File: config.mk
export PLATFORM = sky130hd
export DESIGN_NAME = v2k_typedef_yee_pixel_rx
export DESIGN_NICKNAME = d
export VERILOG_FILES = /design/src/rtl/v2k_typedef_yee_pixel_rx_pkg.sv /design/src/rtl/v2k_typedef_yee_pixel_fifo.sv /design/src/rtl/v2k_typedef_yee_pixel_rx.sv
export SDC_FILE = /design/constraint.sdc
export NUM_CORES = 1
export LEC_CHECK = 0
export ABC_CLOCK_PERIOD_IN_PS = 4600
export CORE_UTILIZATION = 45
export DETAILED_ROUTE_END_ITERATION = 8
export PLACE_DENSITY_LB_ADDON = 0.2
export SYNTH_ARGS = -nofsm -noshare
export SYNTH_HDL_FRONTEND = slang
export SYNTH_SLANG_ARGS = --single-unit
File: constraint.sdc
create_clock -name cp -period 4.6 [get_ports cp]
set_clock_uncertainty 0.1 [all_clocks]
set_input_delay 0.92 -clock cp [delete_from_list [all_inputs] [get_ports cp]]
set_output_delay 0.92 -clock cp [all_outputs]
set_load 0.05 [all_outputs]
File: src/rtl/v2k_typedef_yee_pixel_rx_pkg.sv
// Shared pixel types and helpers for the pixel receive path.
// Other pixel-stream blocks reuse these definitions.
package v2k_typedef_yee_pixel_rx_pkg;

  localparam int unsigned CH_W  = 8;
  localparam int unsigned PIX_W = 3 * CH_W;
  localparam int unsigned RGB_W = CH_W + 2;
  localparam int unsigned SUM_W = 32;

  typedef logic logic_t;

  typedef struct packed {
    logic [CH_W-1:0] r;
    logic [CH_W-1:0] g;
    logic [CH_W-1:0] b;
  } pixel24_t;

  // Channel sum; wide enough for 3 x 255 without overflow.
  function automatic logic [RGB_W-1:0] rgb(input pixel24_t p);
    return RGB_W'(p.r) + RGB_W'(p.g) + RGB_W'(p.b);
  endfunction

endpackage

File: src/rtl/v2k_typedef_yee_pixel_fifo.sv
// Generic circular FIFO of pixel24_t entries with push/pop, full/empty and an occupancy count.
// Storage is intentionally not reset; only pointers and count are.
module v2k_typedef_yee_pixel_fifo
  import v2k_typedef_yee_pixel_rx_pkg::*;
#(
  parameter int unsigned DEPTH = 4
) (
  input  logic     clk,
  input  logic     rst,
  input  logic     push,
  input  pixel24_t din,
  input  logic     pop,
  output pixel24_t dout,
  output logic     full,
  output logic     empty
);

  localparam int unsigned AW = (DEPTH > 1) ? $clog2(DEPTH) : 1;
  localparam int unsigned CW = AW + 1;

  pixel24_t        mem_q [DEPTH];
  logic [AW-1:0]   wr_ptr_q, wr_ptr_d;
  logic [AW-1:0]   rd_ptr_q, rd_ptr_d;
  logic [CW-1:0]   count_q, count_d;
  logic            push_ok;
  logic            pop_ok;

  assign full    = (count_q == CW'(DEPTH));
  assign empty   = (count_q == '0);
  assign push_ok = push && !full;
  assign pop_ok  = pop && !empty;
  assign dout    = mem_q[rd_ptr_q];

  // DEPTH is a power of two, so pointers wrap naturally at DEPTH-1.
  always_comb begin
    wr_ptr_d = wr_ptr_q;
    rd_ptr_d = rd_ptr_q;
    count_d  = count_q;
    if (push_ok) wr_ptr_d = wr_ptr_q + AW'(1);
    if (pop_ok)  rd_ptr_d = rd_ptr_q + AW'(1);
    case ({push_ok, pop_ok})
      2'b10:   count_d = count_q + CW'(1);
      2'b01:   count_d = count_q - CW'(1);
      default: count_d = count_q;
    endcase
  end

  always_ff @(posedge clk or posedge rst) begin
    if (rst) begin
      wr_ptr_q <= '0;
      rd_ptr_q <= '0;
      count_q  <= '0;
    end else begin
      wr_ptr_q <= wr_ptr_d;
      rd_ptr_q <= rd_ptr_d;
      count_q  <= count_d;
    end
  end

  always_ff @(posedge clk) begin
    if (push_ok) mem_q[wr_ptr_q] <= din;
  end

endmodule

File: src/rtl/v2k_typedef_yee_pixel_rx.sv
// Pixel stream receive endpoint: buffers pixels, marks end-of-line on the head
// pixel and reports the wrapping per-line sum of all colour channels.
module v2k_typedef_yee_pixel_rx
  import v2k_typedef_yee_pixel_rx_pkg::*;
#(
  parameter int unsigned DEPTH    = 4,
  parameter int unsigned LINE_LEN = 8
) (
  input  logic             cp,
  input  logic             reset,
  input  logic_t           in_valid,
  input  pixel24_t         in_pixel,
  output logic_t           in_ready,
  output logic_t           out_valid,
  output pixel24_t         out_pixel,
  input  logic_t           out_ready,
  output logic_t           out_eol,
  output logic [SUM_W-1:0] line_sum,
  output logic_t           line_done
);

  localparam int unsigned COL_W = (LINE_LEN > 1) ? $clog2(LINE_LEN) : 1;
  localparam logic [COL_W-1:0] COL_LAST = COL_W'(LINE_LEN - 1);

  logic             fifo_full;
  logic             fifo_empty;
  logic             push;
  logic             pop;
  logic             eol_hit;
  logic [SUM_W-1:0] head_sum;

  logic [COL_W-1:0] col_q, col_d;
  logic [SUM_W-1:0] acc_q, acc_d;
  logic [SUM_W-1:0] line_sum_q, line_sum_d;
  logic             line_done_q, line_done_d;

  v2k_typedef_yee_pixel_fifo #(
    .DEPTH (DEPTH)
  ) u_fifo (
    .clk   (cp),
    .rst   (reset),
    .push  (push),
    .din   (in_pixel),
    .pop   (pop),
    .dout  (out_pixel),
    .full  (fifo_full),
    .empty (fifo_empty)
  );

  assign in_ready  = !fifo_full;
  assign out_valid = !fifo_empty;
  assign push      = in_valid && in_ready;
  assign pop       = out_valid && out_ready;
  assign eol_hit   = (col_q == COL_LAST);
  assign out_eol   = out_valid && eol_hit;
  assign head_sum  = SUM_W'(rgb(out_pixel));
  assign line_sum  = line_sum_q;
  assign line_done = line_done_q;

  // Line bookkeeping advances only on pops; the eol pop publishes the total.
  always_comb begin
    col_d       = col_q;
    acc_d       = acc_q;
    line_sum_d  = line_sum_q;
    line_done_d = 1'b0;
    if (pop) begin
      if (eol_hit) begin
        col_d       = '0;
        acc_d       = '0;
        line_sum_d  = acc_q + head_sum;
        line_done_d = 1'b1;
      end else begin
        col_d = col_q + COL_W'(1);
        acc_d = acc_q + head_sum;
      end
    end
  end

  always_ff @(posedge cp or posedge reset) begin
    if (reset) begin
      col_q       <= '0;
      acc_q       <= '0;
      line_sum_q  <= '0;
      line_done_q <= 1'b0;
    end else begin
      col_q       <= col_d;
      acc_q       <= acc_d;
      line_sum_q  <= line_sum_d;
      line_done_q <= line_done_d;
    end
  end

endmodule

* Word level (Yosys, flattened, before mapping)
Memory sizes are Yosys's and may differ from the RTL's.
Cells that the tools add are included.
W data, S select, Z words.
** Storage, ports and cells
- Register bits :: 75
- RAM bits :: 96
- Input port bits :: 28
- Output and inout port bits :: 60
- Word-level logic and storage cells :: 37
- Memories :: 1
** Memory list
- u_fifo.mem_q :: words 4, width 24, read ports 1, clocked after Yosys merged registers in 0, wr ports 1, line v2k_typedef_yee_pixel_fifo.sv:21 : pixel24_t mem_q [DEPTH];
** Operators by class
- Add/subtract/negate cells :: 8
- Eq/ne operators :: 4
- Multiplexer cells :: 7
- Reduce and logical (&&, ||, !) cells :: 10
** Operator list (count)
- $add A32 B10 Y32 :: 1
- $mux W32 :: 1
- $add A9 B8 Y10 :: 1
- $add A8 B8 Y9 :: 1
- $add A3 B1 Y3 const B :: 2
- $eq A3 B3 Y1 const B :: 2
- $pmux W3 S2 :: 1
- $logic_and A1 B1 Y1 :: 5
- $add A2 B1 Y2 const B :: 2
- $mux W1 :: 4
- $logic_not A3 Y1 :: 1
- $mux W3 :: 1
- $sub A3 B1 Y3 const B :: 1
- $eq A2 B1 Y1 const B :: 1
- $eq A2 B2 Y1 const B :: 1
- $logic_not A1 Y1 :: 2
- $reduce_and A2 Y1 :: 1
- $reduce_bool A2 Y1 :: 1

* Logic depth before layout (Yosys ltp)
- Word-level depth :: 6
- Mapped depth :: 16
- Gate-level depth less buffers :: 14

* Modules after synthesis
A second synthesis with hierarchy kept.
** Unflattened totals
- Cells, all modules :: 605
- Area, all modules :: 8027.7 um2
** By module, submodules not included
- v2k_typedef_yee_pixel_rx :: times used 1, cells each 441, area an instance 4090.2 um2, seq. area each 1701.6 um2
- v2k_typedef_yee_pixel_fifo :: times used 1, cells each 164, area an instance 3937.5 um2, seq. area each 3057.9 um2

* Worst setup path before layout
No wires, ideal clock.
- Path type :: register to register
- From :: register u_fifo.rd_ptr_q[0]
- To :: register acc_q[23]
- Setup time :: 0.121 ns
- Data arrival time :: 4.517 ns
- Data required time :: 4.379 ns
- Slack :: -0.138 ns
- Cell stages (with the launch flop) :: 16
- Buffers on the path :: 3
- Period minus slack after synthesis :: 4.738 ns
- Path through :: dfrtp_1 > clkbuf_1 > buf_2 > mux4_2 > fa_1 > fa_1 > ha_1 > inv_1 > fa_1 > nor2b_1 > o2111ai_1 > and3_1 > buf_2 > nor4_4 > o21ai_0 > a22o_1
** RTL lines
- start: declaration :: line v2k_typedef_yee_pixel_fifo.sv:23 : logic [AW-1:0] rd_ptr_q, rd_ptr_d;
- start signal: assignment :: line v2k_typedef_yee_pixel_fifo.sv:55 : rd_ptr_q <= rd_ptr_d;
- end signal: assignment :: line v2k_typedef_yee_pixel_rx.sv:82 : acc_q <= '0;
- end signal: assignment :: line v2k_typedef_yee_pixel_rx.sv:87 : acc_q <= acc_d;
- end: declaration :: line v2k_typedef_yee_pixel_rx.sv:33 : logic [SUM_W-1:0] acc_q, acc_d;

* Worst setup path after layout
- From :: register u_fifo.rd_ptr_q[0]
- To :: register line_sum_q[24] (netlist: line_sum[24])
** Between the ends
- Word-level cells in the longest chain between the ends :: 4
** RTL lines
- $mem_v2 Z4 W24 *
- $add A8 B8 Y9 :: line v2k_typedef_yee_pixel_rx_pkg.sv:20 : return RGB_W'(p.r) + RGB_W'(p.g) + RGB_W'(p.b);
- $add A9 B8 Y10 * :: line v2k_typedef_yee_pixel_rx_pkg.sv:20
- $add A32 B10 Y32 * :: line v2k_typedef_yee_pixel_rx.sv:70 : line_sum_d = acc_q + head_sum;
- end signal: assignment :: line v2k_typedef_yee_pixel_rx.sv:88 : line_sum_q <= line_sum_d;
- end: declaration :: line v2k_typedef_yee_pixel_rx.sv:34 : logic [SUM_W-1:0] line_sum_q, line_sum_d;
Mark *: on every way between the ends. The rest lies on a longest branch, timed or not.
A chain may end at the register's enable or synchronous reset.

==> flow_summary.yaml <==
timing:
  finalCriticalPeriod_ns: 4.32
  rsz0062_at_grt: "yes"
  setup_tns_ns: 0
  drv_slew: 0
  finalHoldViolCount: 0
  maxSlewHeadroom_pct: 50.9
  period_share_pct: 94.0
  setup_violations: 0
  fin_hold_ws_ns: 0.376
  tightest_slew_ns: 0.736
  fmax_mhz: 231
floorplan:
  io_pins: 88
  die_w_um: 135
  core_area_um2: 17300
  chipHeight_um: 135
  initial_core_util_pct: 46.1
  fp-row-count: 48
  die_area_um2: 18200
critical_path:
  path_cells: "buf_12 -> buf_4 -> mux4_2 -> inv_1 -> fa_1 -> inv_1 -> fa_1 -> ha_1 -> a21o_1 -> a31oi_1 -> a21oi_4 -> o211ai_1 -> xor2_1 -> o21ai_0"
  worstSetupStartpointType: "register"
  path_class: "register to register"
  cpPeakStageDelay_ns: 0.50
  crit_family: "adder cells"
  path_max_fanout: 24
  critPathBufInv: 4
  required_ns: 4.81
  arrival_ns: 4.53
  cp-end-kind: "register"
  slowest_stage: "mux4_2"
  reg2reg_setup_slack_ns: 0.28
detailed_routing:
  viasPerCell: 5.38
  drtIter0Drc: 269
  vias: 5019
  postRouteAntennaNets: 0
  drc: 0
  wl_mm: 17.0
  dr.pass1.iters: 4
  wl_per_cell_um: 18.2
hold_path:
  hold_path_class: "register to register"
logic_synthesis:
  synth_flop_cell: "edfxtp_1"
  synthArstFlopShare_pct: 43.9
  postSynthRegisterBits: 171
  syn_inst: 599
  synth_area_um2: 7970
  synth.avg_cell_area_um2: 13.3
  ys_warn_count: 0
  synth_fp_nets: 662
  synth_edf_count: 96
  ys_types: 53
  yosysSeqAreaShare_pct: 59.8
clocking:
  clk_latency_ns: 0.43
  cts_sinks: 171
  htreeDepth: 4
  clock_path_buffers: 2
  post_cts_buffers: 0
  cts_root_buf: "clkbuf_16"
  cts.clk_slew.worst_paths_ns: 0.07
  cts_made_buffers: 17
  ctsResizeCount: 0
  holdBufCountCts: 0
  cts_tree: "yes"
global_routing:
  grt_usage_pct: 20.3
  grt_pass1_wl_mm: 27.6
  grt_overflow: 0
  grt_max_degree: 54
  antenna_found_initial: 0
  grt_pass1_vias: 5169
final_layout:
  fillerInstances: 1391
  layout_common_cells: "edfxtp_1, clkdlybuf4s50_1, dfrtp_1, nand2_1, inv_1"
  layout.nets: 758
  final_util_pct: 56.5
  diodes: 0
  drive_gt1_share_pct: 14.0
  stdcell_count: 933
  syn_to_final_growth_pct: 22.6
  final_common_cell: "edfxtp_1"
placed_design:
  placed_cells: 901
  hpwl_mm: 11.7
  gp_congestion: 0.907
  port_buffers: 87
flow_run:
  drv_cap: 0
run_status:
  status: "finished, final reports clean"
-- registers in the layout, summed over array words and instances, names as in the netlist --
register         flops
line_done            1
u_fifo.wr_ptr_q      2
u_fifo.count_q       3
col_q                3
acc_q               32
u_fifo.rd_ptr_q      2
line_sum            32
u_fifo.mem_q        96
-- final cells by class --
cell class	instances	area (µm²)	area share, %
clock buffer	17	425	4.36
clock inverter	15	175	1.79
inverter	56	210	2.15
multi-input combinational	346	2900	29.7
sequential	171	4760	48.7
tap	225	282	2.88
timing repair buffer	103	1020	10.4
-- tightest hold or removal path: stages (launching register included) --
cell and delay [ns]:
dfrtp_1 0.34, nand2_1 0.05, o21ai_0 0.06
-- stage by stage --
step,instance area (µm²),setup WS (ns)
3_3_place_gp,9140,0.303
2_1_floorplan,7970,0.0462
6_report,9770,0.278
5_1_grt,9770,-0.00323
4_1_cts,9740,0.140
3_5_place_dp,9140,0.158
-- final timing paths --
check / start / endpoint / cells past startpoint
worst min-delay path: line_sum[13] / line_sum[13] / 2
worst min register to register: line_sum[13] / line_sum[13] / 2
worst max register to register: u_fifo.rd_ptr_q[0] / line_sum[24] / 14
max in group asynchronous: reset / acc_q[12] / 3
min in group asynchronous: reset / col_q[0] / 2
worst max-delay path: u_fifo.rd_ptr_q[0] / line_sum[24] / 14
-- per-layer routing --
metal | track usage (%) | up-vias | wire [µm]
met1 | 25.6 | 2511 | 7360
met5 | 0 | - | 0
li1 | - | 2347 | -
met4 | 8.43 | 0 | 405
met2 | 34.3 | 125 | 8580
met3 | 3.79 | 36 | 616
-- cells by family after synthesis --
kind of cell / synth area share (%)
AND/OR/NAND/NOR: 8.78
flip-flops: 59.8
adder cells (fa/ha/maj): 7.10
AO/OA/AOI/OAI: 9.02
multiplexers: 7.46
XOR/XNOR: 3.74
buffers and inverters: 4.15
-- synthesized netlist by cell type (2+ instances only) --
library cell  count  share of area (%)
a21oi_1           5               0.31
edfxtp_1         96                 36
buf_6             2               0.28
buf_2             6               0.38
a22o_1            5               0.55
a31oi_1           5               0.39
mux2i_1           2               0.25
nor3_1           11               0.69
nand2_2           3               0.24
nor4_4            2               0.53
clkbuf_1         16               0.75
xnor2_1          19                2.1
o21ai_0          51                3.2
nand4_1           4               0.31
inv_1            55                2.6
mux2_2            3               0.42
buf_1             2              0.094
a21o_2            2               0.22
nand3_1           9               0.57
nor2_1           16               0.75
and3_1           11               0.86
o31ai_1           3               0.28
a21o_1           17                1.6
or3_1             7               0.55
mux4_2           24                6.8
nor4_1            3               0.24
nand2_1          59                2.8
o22ai_1           4               0.31
fa_1             17                4.3
nor3_2            2               0.25
and2_1            3               0.24
ha_1             18                2.8
xor2_1           15                1.6
dfrtp_1          75                 24
o211ai_1          9               0.85
Power is not shown: default switching activity piles up to over one toggle a cycle in this logic, so the estimate is an artifact.
